`src/rtl/game_pkg.sv`:
```
// Shared FSM state type and default playfield geometry for the ball engine.
package game_pkg;

  typedef enum logic [2:0] {
    IDLE,
    SERVE,
    MOVE,
    SEND,
    WAIT_RX,
    OVER
  } state_t;

  localparam int DEFAULT_H_RES     = 640;
  localparam int DEFAULT_V_RES     = 480;
  localparam int DEFAULT_BALL_SIZE = 20;

endpackage

```
`src/rtl/ball_vertical_phys.sv`:
```
// Combinational per-frame vertical step: y += vy with wall bounce, then gravity.
module ball_vertical_phys
  import game_pkg::*;
#(
  parameter int V_RES       = DEFAULT_V_RES,
  parameter int BALL_SIZE   = DEFAULT_BALL_SIZE,
  parameter int GRAV_PERIOD = 4
) (
  input  logic              [9:0] y,
  input  logic signed       [7:0] vy,
  input  logic              [1:0] grav_cnt,
  output logic              [9:0] y_next,
  output logic signed       [7:0] vy_next,
  output logic              [1:0] grav_cnt_next
);

  localparam logic signed [10:0] Y_MAX     = 11'(V_RES - BALL_SIZE);
  localparam logic        [1:0]  GRAV_LAST = 2'(GRAV_PERIOD - 1);

  // Negating -128 cannot be represented; pin it to +127.
  function automatic logic signed [7:0] sat_neg(input logic signed [7:0] v);
    return (v == 8'sh80) ? 8'sh7f : -v;
  endfunction

  function automatic logic signed [7:0] sat_inc(input logic signed [7:0] v);
    return (v == 8'sh7f) ? v : v + 8'sd1;
  endfunction

  logic signed [10:0] y_sum;
  logic signed [7:0]  vy_bounce;

  always_comb begin
    y_sum     = $signed({1'b0, y}) + $signed({{3{vy[7]}}, vy});
    y_next    = y;
    vy_bounce = vy;
    if (y_sum < 11'sd0) begin
      y_next    = '0;
      vy_bounce = sat_neg(vy);
    end else if (y_sum > Y_MAX) begin
      y_next    = Y_MAX[9:0];
      vy_bounce = sat_neg(vy);
    end else begin
      y_next = y_sum[9:0];
    end

    if (grav_cnt == GRAV_LAST) begin
      grav_cnt_next = '0;
      vy_next       = sat_inc(vy_bounce);
    end else begin
      grav_cnt_next = grav_cnt + 2'd1;
      vy_next       = vy_bounce;
    end
  end

endmodule

```
`src/rtl/game_ball_engine.sv`:
```
// Ball engine: serve, horizontal motion, paddle hits, miss detection and
// hand-off of the ball to/from a remote board in versus mode.
module game_ball_engine
  import game_pkg::*;
#(
  parameter int H_RES        = DEFAULT_H_RES,
  parameter int V_RES        = DEFAULT_V_RES,
  parameter int BALL_SIZE    = DEFAULT_BALL_SIZE,
  parameter int INIT_SPEED   = 4,
  parameter int MAX_SPEED    = 16,
  parameter int GRAV_PERIOD  = 4,
  parameter int SERVE_FRAMES = 60
) (
  input  logic       clk_25MHZ,
  input  logic       reset,
  input  logic       frame_tick,
  input  logic       mode,
  input  logic       game_start,
  input  logic       collision_detected,
  input  logic [9:0] estimated_speed,
  input  logic       rx_valid,
  input  logic [9:0] rx_ball_y,
  input  logic [7:0] rx_vy,
  input  logic [7:0] rx_speed,
  output logic [9:0] ball_x_out,
  output logic [9:0] ball_y_out,
  output logic       is_ball_moving_left,
  output logic       game_over,
  output logic       ball_send_trigger,
  output logic [7:0] ball_vy,
  output logic [1:0] gravity_counter,
  output logic [7:0] ball_speed
);

  localparam int         SW       = $clog2(SERVE_FRAMES + 1);
  localparam logic [9:0] X_CENTER = 10'(H_RES / 2 - BALL_SIZE / 2);
  localparam logic [9:0] Y_CENTER = 10'(V_RES / 2 - BALL_SIZE / 2);
  localparam logic [9:0] X_RIGHT  = 10'(H_RES - BALL_SIZE);
  localparam logic [9:0] X_OFF    = 10'(H_RES);
  localparam logic [9:0] Y_MAX    = 10'(V_RES - BALL_SIZE);
  localparam logic [7:0] INIT_SPD = 8'(INIT_SPEED);
  localparam logic [7:0] MAX_SPD  = 8'(MAX_SPEED);

  function automatic logic [7:0] clamp_speed(input logic [7:0] v);
    if (v < 8'd1)         return 8'd1;
    else if (v > MAX_SPD) return MAX_SPD;
    else                  return v;
  endfunction

  state_t              state;
  logic [SW-1:0]       serve_cnt;
  logic                versus;
  logic [9:0]          y_next;
  logic signed [7:0]   vy_next;
  logic [1:0]          grav_next;

  ball_vertical_phys #(
    .V_RES      (V_RES),
    .BALL_SIZE  (BALL_SIZE),
    .GRAV_PERIOD(GRAV_PERIOD)
  ) u_vphys (
    .y            (ball_y_out),
    .vy           (ball_vy),
    .grav_cnt     (gravity_counter),
    .y_next       (y_next),
    .vy_next      (vy_next),
    .grav_cnt_next(grav_next)
  );

  always_ff @(posedge clk_25MHZ) begin
    if (reset) begin
      state               <= IDLE;
      serve_cnt           <= '0;
      versus              <= 1'b0;
      ball_x_out          <= X_CENTER;
      ball_y_out          <= Y_CENTER;
      is_ball_moving_left <= 1'b1;
      game_over           <= 1'b0;
      ball_send_trigger   <= 1'b0;
      ball_vy             <= '0;
      gravity_counter     <= '0;
      ball_speed          <= INIT_SPD;
    end else begin
      case (state)
        IDLE, OVER: begin
          if (game_start) begin
            state               <= SERVE;
            serve_cnt           <= '0;
            versus              <= mode;
            game_over           <= 1'b0;
            ball_x_out          <= X_CENTER;
            ball_y_out          <= Y_CENTER;
            is_ball_moving_left <= 1'b1;
            ball_vy             <= '0;
            gravity_counter     <= '0;
            ball_speed          <= INIT_SPD;
          end
        end
        SERVE: begin
          if (frame_tick) begin
            if (serve_cnt == SW'(SERVE_FRAMES - 1)) state <= MOVE;
            else serve_cnt <= serve_cnt + 1'b1;
          end
        end
        MOVE: begin
          if (frame_tick) begin
            ball_y_out      <= y_next;
            ball_vy         <= vy_next;
            gravity_counter <= grav_next;
            // A hit on the miss frame wins: the paddle reached the ball in time.
            if (is_ball_moving_left) begin
              if (collision_detected) begin
                is_ball_moving_left <= 1'b0;
                ball_speed          <= clamp_speed(estimated_speed[9:2]);
              end else if (ball_x_out < {2'b00, ball_speed}) begin
                ball_x_out <= '0;
                game_over  <= 1'b1;
                state      <= OVER;
              end else begin
                ball_x_out <= ball_x_out - {2'b00, ball_speed};
              end
            end else if (11'(ball_x_out) + 11'(ball_speed) >= 11'(X_RIGHT)) begin
              ball_x_out <= X_RIGHT;
              if (versus) begin
                state             <= SEND;
                ball_send_trigger <= 1'b1;
              end else begin
                is_ball_moving_left <= 1'b1;
              end
            end else begin
              ball_x_out <= ball_x_out + {2'b00, ball_speed};
            end
          end
        end
        SEND: begin
          ball_send_trigger <= 1'b0;
          ball_x_out        <= X_OFF;
          state             <= WAIT_RX;
        end
        WAIT_RX: begin
          if (rx_valid) begin
            ball_x_out          <= X_RIGHT;
            ball_y_out          <= (rx_ball_y > Y_MAX) ? Y_MAX : rx_ball_y;
            ball_vy             <= rx_vy;
            ball_speed          <= clamp_speed(rx_speed);
            is_ball_moving_left <= 1'b1;
            state               <= MOVE;
          end
        end
        default: state <= IDLE;
      endcase
    end
  end

endmodule
```
`config.mk`:
```
export PLATFORM = sky130hd
export DESIGN_NAME = game_ball_engine
export DESIGN_NICKNAME = d
export VERILOG_FILES = /design/src/rtl/game_pkg.sv /design/src/rtl/ball_vertical_phys.sv /design/src/rtl/game_ball_engine.sv
export SDC_FILE = /design/constraint.sdc
export NUM_CORES = 1
export LEC_CHECK = 0
export ABC_CLOCK_PERIOD_IN_PS = 5590
export BUFFER_PORTS_ARGS = -buffer_cell sky130_fd_sc_hd__buf_4
export CAP_MARGIN = 20
export CELL_PAD_IN_SITES_DETAIL_PLACEMENT = 0
export CELL_PAD_IN_SITES_GLOBAL_PLACEMENT = 1
export CORE_MARGIN = 8
export CORE_UTILIZATION = 40
export CTS_CLUSTER_SIZE = 12
export DETAILED_ROUTE_END_ITERATION = 10
export PLACE_DENSITY_LB_ADDON = 0.3
export RECOVER_POWER = 25
export SETUP_SLACK_MARGIN = 0.15
export SYNTH_ARGS = -nofsm -noshare
export SYNTH_HDL_FRONTEND = slang
export SYNTH_SLANG_ARGS = --single-unit
```
`constraint.sdc`:
```
create_clock -name clk_25MHZ -period 5.59 [get_ports clk_25MHZ]
set_input_delay 0.2795 -clock clk_25MHZ [delete_from_list [all_inputs] [get_ports clk_25MHZ]]
set_output_delay 0.2795 -clock clk_25MHZ [all_outputs]
set_load 0.02 [all_outputs]
```
==> metrics, run 1 <==
largest family of logic cells by synthesized area compound AO/OA/AOI/OAI gates; crit share post-route 82.8%; HP Class in -> reg; initial antenna violation count 0; FF-to-FF End ball_vy[3]$_SDFFE_PP0P_; FFs w/ async S/R, synth 0%; Mean Syn Cell Area 7.69 µm²; routed len/inst 18.0 µm; initial DRC count 336; Clock Path Buffers 2; Util after Layout 47.6%; Setup Buffers After CTS 0; synthesized instance count 578; Num CTS Buffers 5; Synth Area in Adders ~9.8%; share of cells above drive strength 1 15.3%; Worst Setup Start Kind flip-flop; fin. max-slew vios 0; Buffers on Ports 81; routability cong. 0.852; # clock sinks 51; Die Ht 121 µm; R2R Setup Slk 0.96 ns; depth of the CTS H-tree 2; Yosys top cell by area dfxtp_1; Worst EP required 5.85 ns; total number of vias about 4700; Synth Register Bits 51; Worst Reg-to-Reg Cells 15; Worst setup EP type flip-flop; FP Rows 38; hpwl dp 10600 µm; post-route ant nets 0; post-cts sizing count 0; Fmax between 200 and 250 MHz; Area contributors post-synth dfxtp_1 23%, ha_1 8.4%, nor2_1 5.8%, a21oi_1 4.5%, nor3_1 3.6%; Synth Area in Simple Gates roughly a quarter; vias in the first global route 4404; Total GRT Usage 18.7%; Worst IR Drop VDD 0.000306 V; Starting Density 41.0%; Setup Skew 0.00884 ns; placed inst area between 5000 and 6000 µm²; reg2reg start ball_vy[0]$_SDFFE_PP0P_; worst skew pair latency 0.33 ns; worst hold stages 3; core footprint 10800 µm²; Arrival @ worst endpoint slightly below 5 ns; Max-Cap Viols 0; post-synthesis sequential area ratio between 20% and 30%; Yosys top cell area share about 23%; placed cell count 774; multiplexer area fraction after synthesis 2.87%; Synth Area in Compound Gates a little under a third; DIE AREA 14700 µm²; DRC viols 0; xor/xnor share of the synthesized area between 2 and 3%; gr ovfl total 0; design area 5160 µm²; Finish-stage setup viols 0; Setup TNS 0 ns; ys flop type dfxtp_1; min-delay src mode; Tmin final roughly 4.6 ns; final WL about 14000 µm; Worst Tran Pin Value ~0.99 ns; Die W 121 µm; Slew headroom 33.9%; Syn-to-layout area delta 16.1%; final hold vios 0; post-synthesis cell area roughly 4400 µm²; outcome completed; synth unique cells 78; TritonCTS clock tree built; unrepaired setup endpoints after global routing no; ant diodes 0; WHS Endpoint versus$_SDFFE_PP0P_; IO Count 84; synth warn 0; first-pass GRT wire length 22600 µm; Power Dens Cells 679 nW/µm²; DR vias/cell 5.99; largest net degree at the start of global routing between 50 and 60; DR pass1 iterations 5; CTS root buf clkbuf_8; Non-Filler Instances 782; crit-path max FO 12; CTS Hold Bufs 0; Post-synth EDFFs 0; Leak roughly 2.1 nW; clk slew on worst S/H paths 0.11 ns; kind of critical path reg -> reg; Post-Syn Nets 654; Final #Nets 717
[cells by family (layout without fill, tap and decap cells)]
family          Yosys count  count (layout)
compound gates          192             192
buf+inv                  57             121
fa+ha+maj                33              33
simple gates            220             220
mux                      12              12
flops                    51              51
xor+xnor                 13              13
[worst max-delay path by stage]
stage	start	endpoint	slack [ns]	cells past startpoint
2_1_floorplan	ball_vy[0]$_SDFFE_PP0P_	ball_vy[3]$_SDFFE_PP0P_	1.47	16
3_3_place_gp	ball_vy[0]$_SDFFE_PP0P_	ball_vy[3]$_SDFFE_PP0P_	1.20	15
3_5_place_dp	ball_vy[0]$_SDFFE_PP0P_	ball_vy[3]$_SDFFE_PP0P_	1.09	15
4_1_cts	ball_vy[0]$_SDFFE_PP0P_	ball_vy[3]$_SDFFE_PP0P_	1.03	15
5_1_grt	ball_vy[0]$_SDFFE_PP0P_	ball_vy[3]$_SDFFE_PP0P_	0.70	15
6_report	ball_vy[0]$_SDFFE_PP0P_	ball_vy[3]$_SDFFE_PP0P_	0.96	15
[metrics by stage]
stage / setup slack, ns / power [mW] / hold slack (ns)
2_1_floorplan: 1.47 / 2.61 / 0.427
3_3_place_gp: 1.20 / 3.20 / 0.468
3_5_place_dp: 1.09 / 3.26 / 0.478
4_1_cts: 1.03 / 3.52 / 0.216
5_1_grt: 0.696 / 3.82 / 0.220
6_report: 0.964 / 3.50 / 0.221
[report_power, final]
group          internal, mW  switching [mW]
Combinational         0.981            1.61
Clock                0.0935           0.157
Sequential            0.469           0.185
[synth_stat cells (5+ instances only)]
master    number
nor2_1        69
dfxtp_1       51
a21oi_1       40
nand2_1       38
nor3_1        32
ha_1          30
o21ai_0       30
inv_1         28
clkbuf_1      26
a211oi_1      17
nand2b_1      10
o21bai_1      10
xor2_1        10
a221oi_1       9
mux2i_1        9
a31oi_1        8
nand3_1        8
nor2b_1        7
or3_1          7
nor3b_1        6
nor4_1         6
o21a_1         6
a211o_1        5
and3_1         5
o211ai_1       5
o31ai_1        5
[worst max-delay path: stages (launching register included)]
cell	delay [ns]
dfxtp_1	0.46
ha_1	0.30
fa_1	0.43
xor2_1	0.26
or4b_1	0.49
o211ai_2	0.12
o2111ai_2	0.18
o211a_1	0.41
o21ai_0	0.33
ha_1	0.32
o31ai_1	0.15
a2111oi_4	0.28
nand3_2	0.14
and4_4	0.21
or3_1	0.30
a31oi_1	0.16
[final cells by class]
class / count / area [µm²]
Clock buffer: 5 / 68.8
Fill cell: 1102 / 5680
Multi-Input combinational cell: 470 / 3210
Timing Repair Buffer: 85 / 552
Tap cell: 140 / 175
Sequential cell: 51 / 1020
Inverter: 28 / 105
Clock inverter: 3 / 28.8
[registers in the layout (all words and copies together) (netlist names)]
signal / flops
ball_x_out: 10
ball_vy: 8
gravity_counter: 2
game_over: 1
ball_speed: 8
state: 3
versus: 1
is_ball_moving_left: 1
ball_send_trigger: 1
ball_y_out: 10
serve_cnt: 6
[placed cells by master (no fill, tap or decap), types with 6 or more instances in the layout]
master and instances:
dfxtp_1 51, nand2b_1 10, nand3_1 8, clkbuf_1 23, xor2_1 10, nor4_1 6
inv_1 28, a21oi_1 40, nor2b_1 7, a221oi_1 9, buf_4 62, nor2_1 69
a31oi_1 8, o21bai_1 10, ha_1 30, o21a_1 6, or3_1 7, a211oi_1 16
o21ai_0 30, mux2i_1 9, nand2_1 38, nor3_1 32, nor3b_1 6
[routing by layer]
layer	part of all wire, %	GRT usage, %
met4	0.77	3.78
met2	45	30.0
met3	7.9	3.58
met5	0	0
met1	47	25.3
No activity file was read; power rests on OpenSTA's default activity.
==> inputs of run 2 (changes only) <==
--- a/config.mk
+++ b/config.mk
@@ -5,13 +5,13 @@
 export SDC_FILE = /design/constraint.sdc
 export NUM_CORES = 1
 export LEC_CHECK = 0
-export ABC_CLOCK_PERIOD_IN_PS = 5590
+export ABC_CLOCK_PERIOD_IN_PS = 4000
 export BUFFER_PORTS_ARGS = -buffer_cell sky130_fd_sc_hd__buf_4
 export CAP_MARGIN = 20
 export CELL_PAD_IN_SITES_DETAIL_PLACEMENT = 0
 export CELL_PAD_IN_SITES_GLOBAL_PLACEMENT = 1
 export CORE_MARGIN = 8
-export CORE_UTILIZATION = 40
+export CORE_UTILIZATION = 37
 export CTS_CLUSTER_SIZE = 12
 export DETAILED_ROUTE_END_ITERATION = 10
 export PLACE_DENSITY_LB_ADDON = 0.3
==> constraint.sdc (replaced) <==
create_clock -name clk_25MHZ -period 4 [get_ports clk_25MHZ]
set_input_delay 0.2 -clock clk_25MHZ [delete_from_list [all_inputs] [get_ports clk_25MHZ]]
set_output_delay 0.2 -clock clk_25MHZ [all_outputs]
set_load 0.02 [all_outputs]
==> run 2 against run 1 <==
  * Combinational power up 73%
  * Fmax grew 19%
  * Power is 68% higher
  * Clock skew fell by 0.0020 ns
  * Sequential share of layout area shrank 1.7 points
  * Core utilization increased by 0.22 points
  * Worst setup slack got worse by 0.84 ns
  * Register-to-register slack got worse by 0.84 ns
  * Hold slack lost 0.079 ns
  * Final cell count up 5.0%
  * First-iteration DRC count is 3.0% lower
  * Final area rose by 9.9%
  * Highest routed layer unchanged
==> metrics, run 2 (synthesized netlist as in run 1, its figures left out) <==
vias in the first global route 4641; CTS root buf clkbuf_16; leading cell types in the layout, fill and taps excluded 94 x buf_4, 68 x nor2_1, 49 x dfxtp_1, 38 x nand2_1, 38 x a21oi_1; Largest stage delay, worst path 0.55 ns; Finish-stage setup viols 0; post-route ant nets 0; Worst EP required 4.16 ns; met2 wire length 6940 µm; initial antenna violation count 0; Arrival @ worst endpoint 4.03 ns; outcome completed; depth of the CTS H-tree 2; crit share post-route between 90% and 100%; worst path cell trace ha_4 > fa_2 > o21bai_2 > or4b_4 > o211ai_4 > o2111ai_4 > buf_6 > o211a_1 > o21ai_2 > ha_4 > o31ai_4 > a2111oi_4 > a41oi_2 > xor2_1 > a221oi_1 > a211oi_1; Worst IR Drop VDD just over 0.0007 V; Leak about 2.3 nW; most common cell after layout, fill and taps aside buf_4; Routed met1 length ~6800 µm; Bufs and invs on worst path 1; Num CTS Buffers 5; highest-delay cell along the critical path fa_2; placed inst area roughly 5300 µm²; CTS Hold Bufs 0; Fmax 258 MHz; total number of vias 4815; final hold slack ~0.14 ns; DRC viols 0; core footprint 11900 µm²; worst skew pair latency 0.30 ns; DR vias/cell about 5.9; design area 5670 µm²; Non-Filler Instances slightly above 800; hpwl dp about 11000 µm; unrepaired setup endpoints after global routing yes; clk slew on worst S/H paths ~0.07 ns; Buffers on Ports 81; share of cells above drive strength 1 22.7%; Largest regs ball_x_out x10, ball_y_out x10; Final #Nets 749; DIE AREA 15800 µm²; placed cell count between 700 and 800; Tmin final 3.87 ns; Multi-input gate area 3390 µm²; DR pass1 iterations 5; Filler Cell Count 1160; final WL 14900 µm; crit-path max FO 2; top routing layer used met4; Setup Skew 0.00680 ns; Die Ht 126 µm; IO Count 84; TritonCTS clock tree built; final hold vios 0; Worst Tran Pin Value a little under 0.9 ns; # clock sinks 51; fin. max-slew vios 0; CP top delay family compound AO/OA/AOI/OAI gates; first-pass GRT wire length 24000 µm; Slew headroom between 40% and 50%; initial DRC count 326; kind of critical path reg -> reg; most used cell along the critical path ha_4; routability cong. 0.874; largest net degree at the start of global routing 51; Total GRT Usage 18.4%; HP Class in -> reg; routed len/inst 18.1 µm; ant diodes 0; Syn-to-layout area delta 27.6%; Die W 126 µm; met3 routed WL approximately 880 µm; Register Area 1020 µm²; Worst Setup Start Kind flip-flop; Max-Cap Viols 0; Power Dens Cells 1040 nW/µm²; Starting Density 37.5%; Worst setup EP type flip-flop; gr ovfl total 0; FP Rows 40; Clock Path Buffers 2
==> run 2: cell type report <==
type                            instances  area share (%)
Clock inverter                          3           0.773
Multi-Input combinational cell        470            59.8
Tap cell                              147            3.25
Sequential cell                        51            18.1
Clock buffer                            5            2.21
Timing Repair Buffer                  117            14.1
Inverter                               28            1.85
==> run 2: per-layer routing <==
metal,global-route usage (%),up-vias
li1,-,2351
met1,23.5,2302
met2,30.3,142
met3,3.19,20
met4,6.59,0
met5,0,-
==> run 2: timing repair <==
action | CTS | global route
endpoints found under the setup margin | 9 | 14
resized for setup | 11 | 19
setup buffers | 8 | 6
pin swaps | 2 | 11
gates cloned | 0 | 0
==> run 2: worst register-to-register path, delay by kind of cell, from the launching register on <==
kind,cells,cell delay [ns]
XOR/XNOR,1,0.18
AO/OA/AOI/OAI,10,1.64
adder cells (fa/ha/maj),3,0.90
flip-flops,1,0.34
buffers and inverters,1,0.16
AND/OR/NAND/NOR,1,0.49
==> run 2: worst paths after layout <==
kind,start,end,slack (ns),cells after the start
max,ball_vy[0]$_SDFFE_PP0P_,ball_vy[0]$_SDFFE_PP0P_,0.13,16
min,mode,versus$_SDFFE_PP0P_,0.14,3
max reg2reg,ball_vy[0]$_SDFFE_PP0P_,ball_vy[0]$_SDFFE_PP0P_,0.13,16
min reg2reg,game_over$_SDFFE_PP0P_,game_over$_SDFFE_PP0P_,0.47,2
==> run 2: through the flow <==
stage,power (mW),setup slack [ns],utilization (%),setup TNS [ns]
6_report,5.88,0.128,47.8,0
3_3_place_gp,4.69,0.0729,44.6,0
3_5_place_dp,4.75,0.00724,44.7,0
4_1_cts,5.56,0.0985,47.2,0
5_1_grt,6.33,-0.0310,47.8,-0.0509
2_1_floorplan,3.66,0.119,-,0
==> run 2: report_power, final <==
part / leakage [nW] / total [mW] / internal, mW / switching [mW]
Sequential: 0.418 / 0.853 / 0.658 / 0.195
Combinational: 1.77 / 4.51 / 1.84 / 2.67
Clock: 0.0838 / 0.511 / 0.296 / 0.215
==> inputs of run 3 (changes only) <==
--- a/config.mk
+++ b/config.mk
@@ -5,13 +5,13 @@
 export SDC_FILE = /design/constraint.sdc
 export NUM_CORES = 1
 export LEC_CHECK = 0
-export ABC_CLOCK_PERIOD_IN_PS = 4000
+export ABC_CLOCK_PERIOD_IN_PS = 4100
 export BUFFER_PORTS_ARGS = -buffer_cell sky130_fd_sc_hd__buf_4
 export CAP_MARGIN = 20
 export CELL_PAD_IN_SITES_DETAIL_PLACEMENT = 0
 export CELL_PAD_IN_SITES_GLOBAL_PLACEMENT = 1
 export CORE_MARGIN = 8
-export CORE_UTILIZATION = 37
+export CORE_UTILIZATION = 40
 export CTS_CLUSTER_SIZE = 12
 export DETAILED_ROUTE_END_ITERATION = 10
 export PLACE_DENSITY_LB_ADDON = 0.3
==> constraint.sdc (replaced) <==
create_clock -name clk_25MHZ -period 4.1 [get_ports clk_25MHZ]
set_input_delay 0.205 -clock clk_25MHZ [delete_from_list [all_inputs] [get_ports clk_25MHZ]]
set_output_delay 0.205 -clock clk_25MHZ [all_outputs]
set_load 0.02 [all_outputs]
==> run 3 against run 2 <==
  * Final cell count is 1.2% lower
  * Count of clock-buffer cells in the layout stayed put
  * Power is 8.6% lower
  * First-iteration DRC count is 2.1% lower
  * Final area is 3.2% lower
  * Register-to-register slack worse by 0.02 ns
  * Global-route usage is 0.75 points higher
  * Fmax is 3.1% lower
  * Combinational power is 9.1% lower
  * Clock skew hardly changed
  * Critical path type unchanged
  * Critical endpoint unchanged
  * Largest power group unchanged
==> metrics, run 3 (synthesized netlist as in run 1, its figures left out) <==
outcome completed; R2R Setup Slk 0.11 ns; most common cell after layout, fill and taps aside buf_4; depth of the CTS H-tree 2; Non-Filler Instances 811; final hold vios 0; Num CTS Buffers 5; Worst IR Drop VDD 0.000792 V; unrepaired setup endpoints after global routing yes; core footprint 10800 µm²; TritonCTS clock tree built; Power Dens Cells 979 nW/µm²; CP top delay family compound AO/OA/AOI/OAI gates; worst slack at placement 0.0913 ns; most used cell along the critical path o211ai_2; DRC viols 0; ant diodes 0; Setup Skew 0.00675 ns; share of cells above drive strength 1 20.9%; worst skew pair latency 0.33 ns; Worst setup EP type flip-flop; setup ws final 0.106 ns; crit share post-route 97.4%; routed len/inst 17.7 µm; crit-path max FO 3; Leak 2.23 nW; Bufs and invs on worst path 0; CTS root buf clkbuf_8; Worst Tran Pin Value between 0.8 and 0.9 ns; Clock Path Buffers 2; hpwl dp 10800 µm; first-pass GRT wire length 23200 µm; final WL around 14000 µm; Fmax 250 MHz; Largest regs ball_x_out x10, ball_y_out x10; leading cell types in the layout, fill and taps excluded 91 x buf_4, 69 x nor2_1, 49 x dfxtp_1, 39 x a21oi_1, 38 x nand2_1; Buffers on Ports slightly above 80; Setup TNS 0 ns; Worst Setup Start Kind flip-flop; FP Rows 38; highest-delay cell along the critical path fa_2; IO Count 84; Final #Nets 746; Worst EP required 4.29 ns; Die Ht ~120 µm; Max-Cap Viols 0; initial antenna violation count 0; kind of critical path reg -> reg; vias in the first global route ~4600; Syn-to-layout area delta 23.5%; Die W ~120 µm; DR pass1 iterations 5; Filler Cell Count 1096; Finish-stage setup viols 0; gr ovfl total 0; post-route ant nets 0; Largest stage delay, worst path 0.54 ns; HP Class in -> reg; Tot Pwr 5.37 mW; Starting Density 41.0%; fin. max-slew vios 0; worst path cell trace ha_4 > fa_2 > o21bai_2 > or4b_1 > o211ai_2 > o2111ai_2 > o211ai_2 > nor2_1 > a31oi_1 > ha_2 > o31ai_2 > a2111oi_4 > a41oi_2 > xor2_1 > a221oi_2 > a211oi_2; initial DRC count 319; placed cell count 792; Tmin final 3.99 ns; Arrival @ worst endpoint between 4 and 5 ns; DR vias/cell 5.96; total number of vias just under 5000; routability cong. 0.952; Slew headroom 42.6%; largest net degree at the start of global routing 51; Total GRT Usage between 10% and 20%; clk slew on worst S/H paths 0.10 ns; # clock sinks 51; DIE AREA 14700 µm²
==> run 3: power breakdown <==
part           total [mW]  switching [mW]  internal [mW]
Clock               0.439           0.195          0.244
Combinational        4.10            2.41           1.68
Sequential          0.836           0.193          0.643
==> run 3: path summary, 6_finish.rpt <==
path,from,end,cells after the start
setup / recovery,ball_vy[0]$_SDFFE_PP0P_,ball_vy[0]$_SDFFE_PP0P_,16
hold / removal,mode,versus$_SDFFE_PP0P_,3
setup reg to reg,ball_vy[0]$_SDFFE_PP0P_,ball_vy[0]$_SDFFE_PP0P_,16
hold reg to reg,game_over$_SDFFE_PP0P_,game_over$_SDFFE_PP0P_,2
==> run 3: routing by layer <==
layer	vias up	wire length (µm)	global-route usage [%]
li1	2352	-	-
met1	2274	6790	25.7
met2	190	6400	30.7
met3	14	972	2.89
met4	0	200	5.63
met5	-	0	0
==> run 3: area by class of cell <==
class	instances	area (µm²)	area share (%)
Clock inverter	3	67.6	1.23
Clock buffer	5	68.8	1.25
Inverter	28	105	1.92
Tap cell	140	175	3.19
Multi-Input combinational cell	470	3270	59.6
Timing Repair Buffer	114	777	14.2
Sequential cell	51	1030	18.7
==> run 3: what timing repair did <==
item / 4_1_cts / 5_1_grt
setup buffers: 5 / 6
gates resized for setup: 5 / 8
pin swaps: 3 / 6
setup endpoints to repair: 2 / 16
hold buffers: 0 / 0
==> run 3: worst register-to-register path, delay by kind of cell, from the launching register on <==
kind / cells / cell delay [ns]
flops: 1 / 0.38
fa+ha+maj: 3 / 0.95
xor+xnor: 1 / 0.20
simple gates: 2 / 0.56
compound gates: 10 / 1.79
==> run 3: metrics by stage <==
stage          area, µm²  hold WS [ns]  utilization, %
2_1_floorplan       4450         0.352               -
5_1_grt             5490         0.119            50.6
4_1_cts             5480         0.113            50.6
3_5_place_dp        5290         0.459            48.8
3_3_place_gp        5290         0.453            48.8
6_report            5490         0.115            50.6
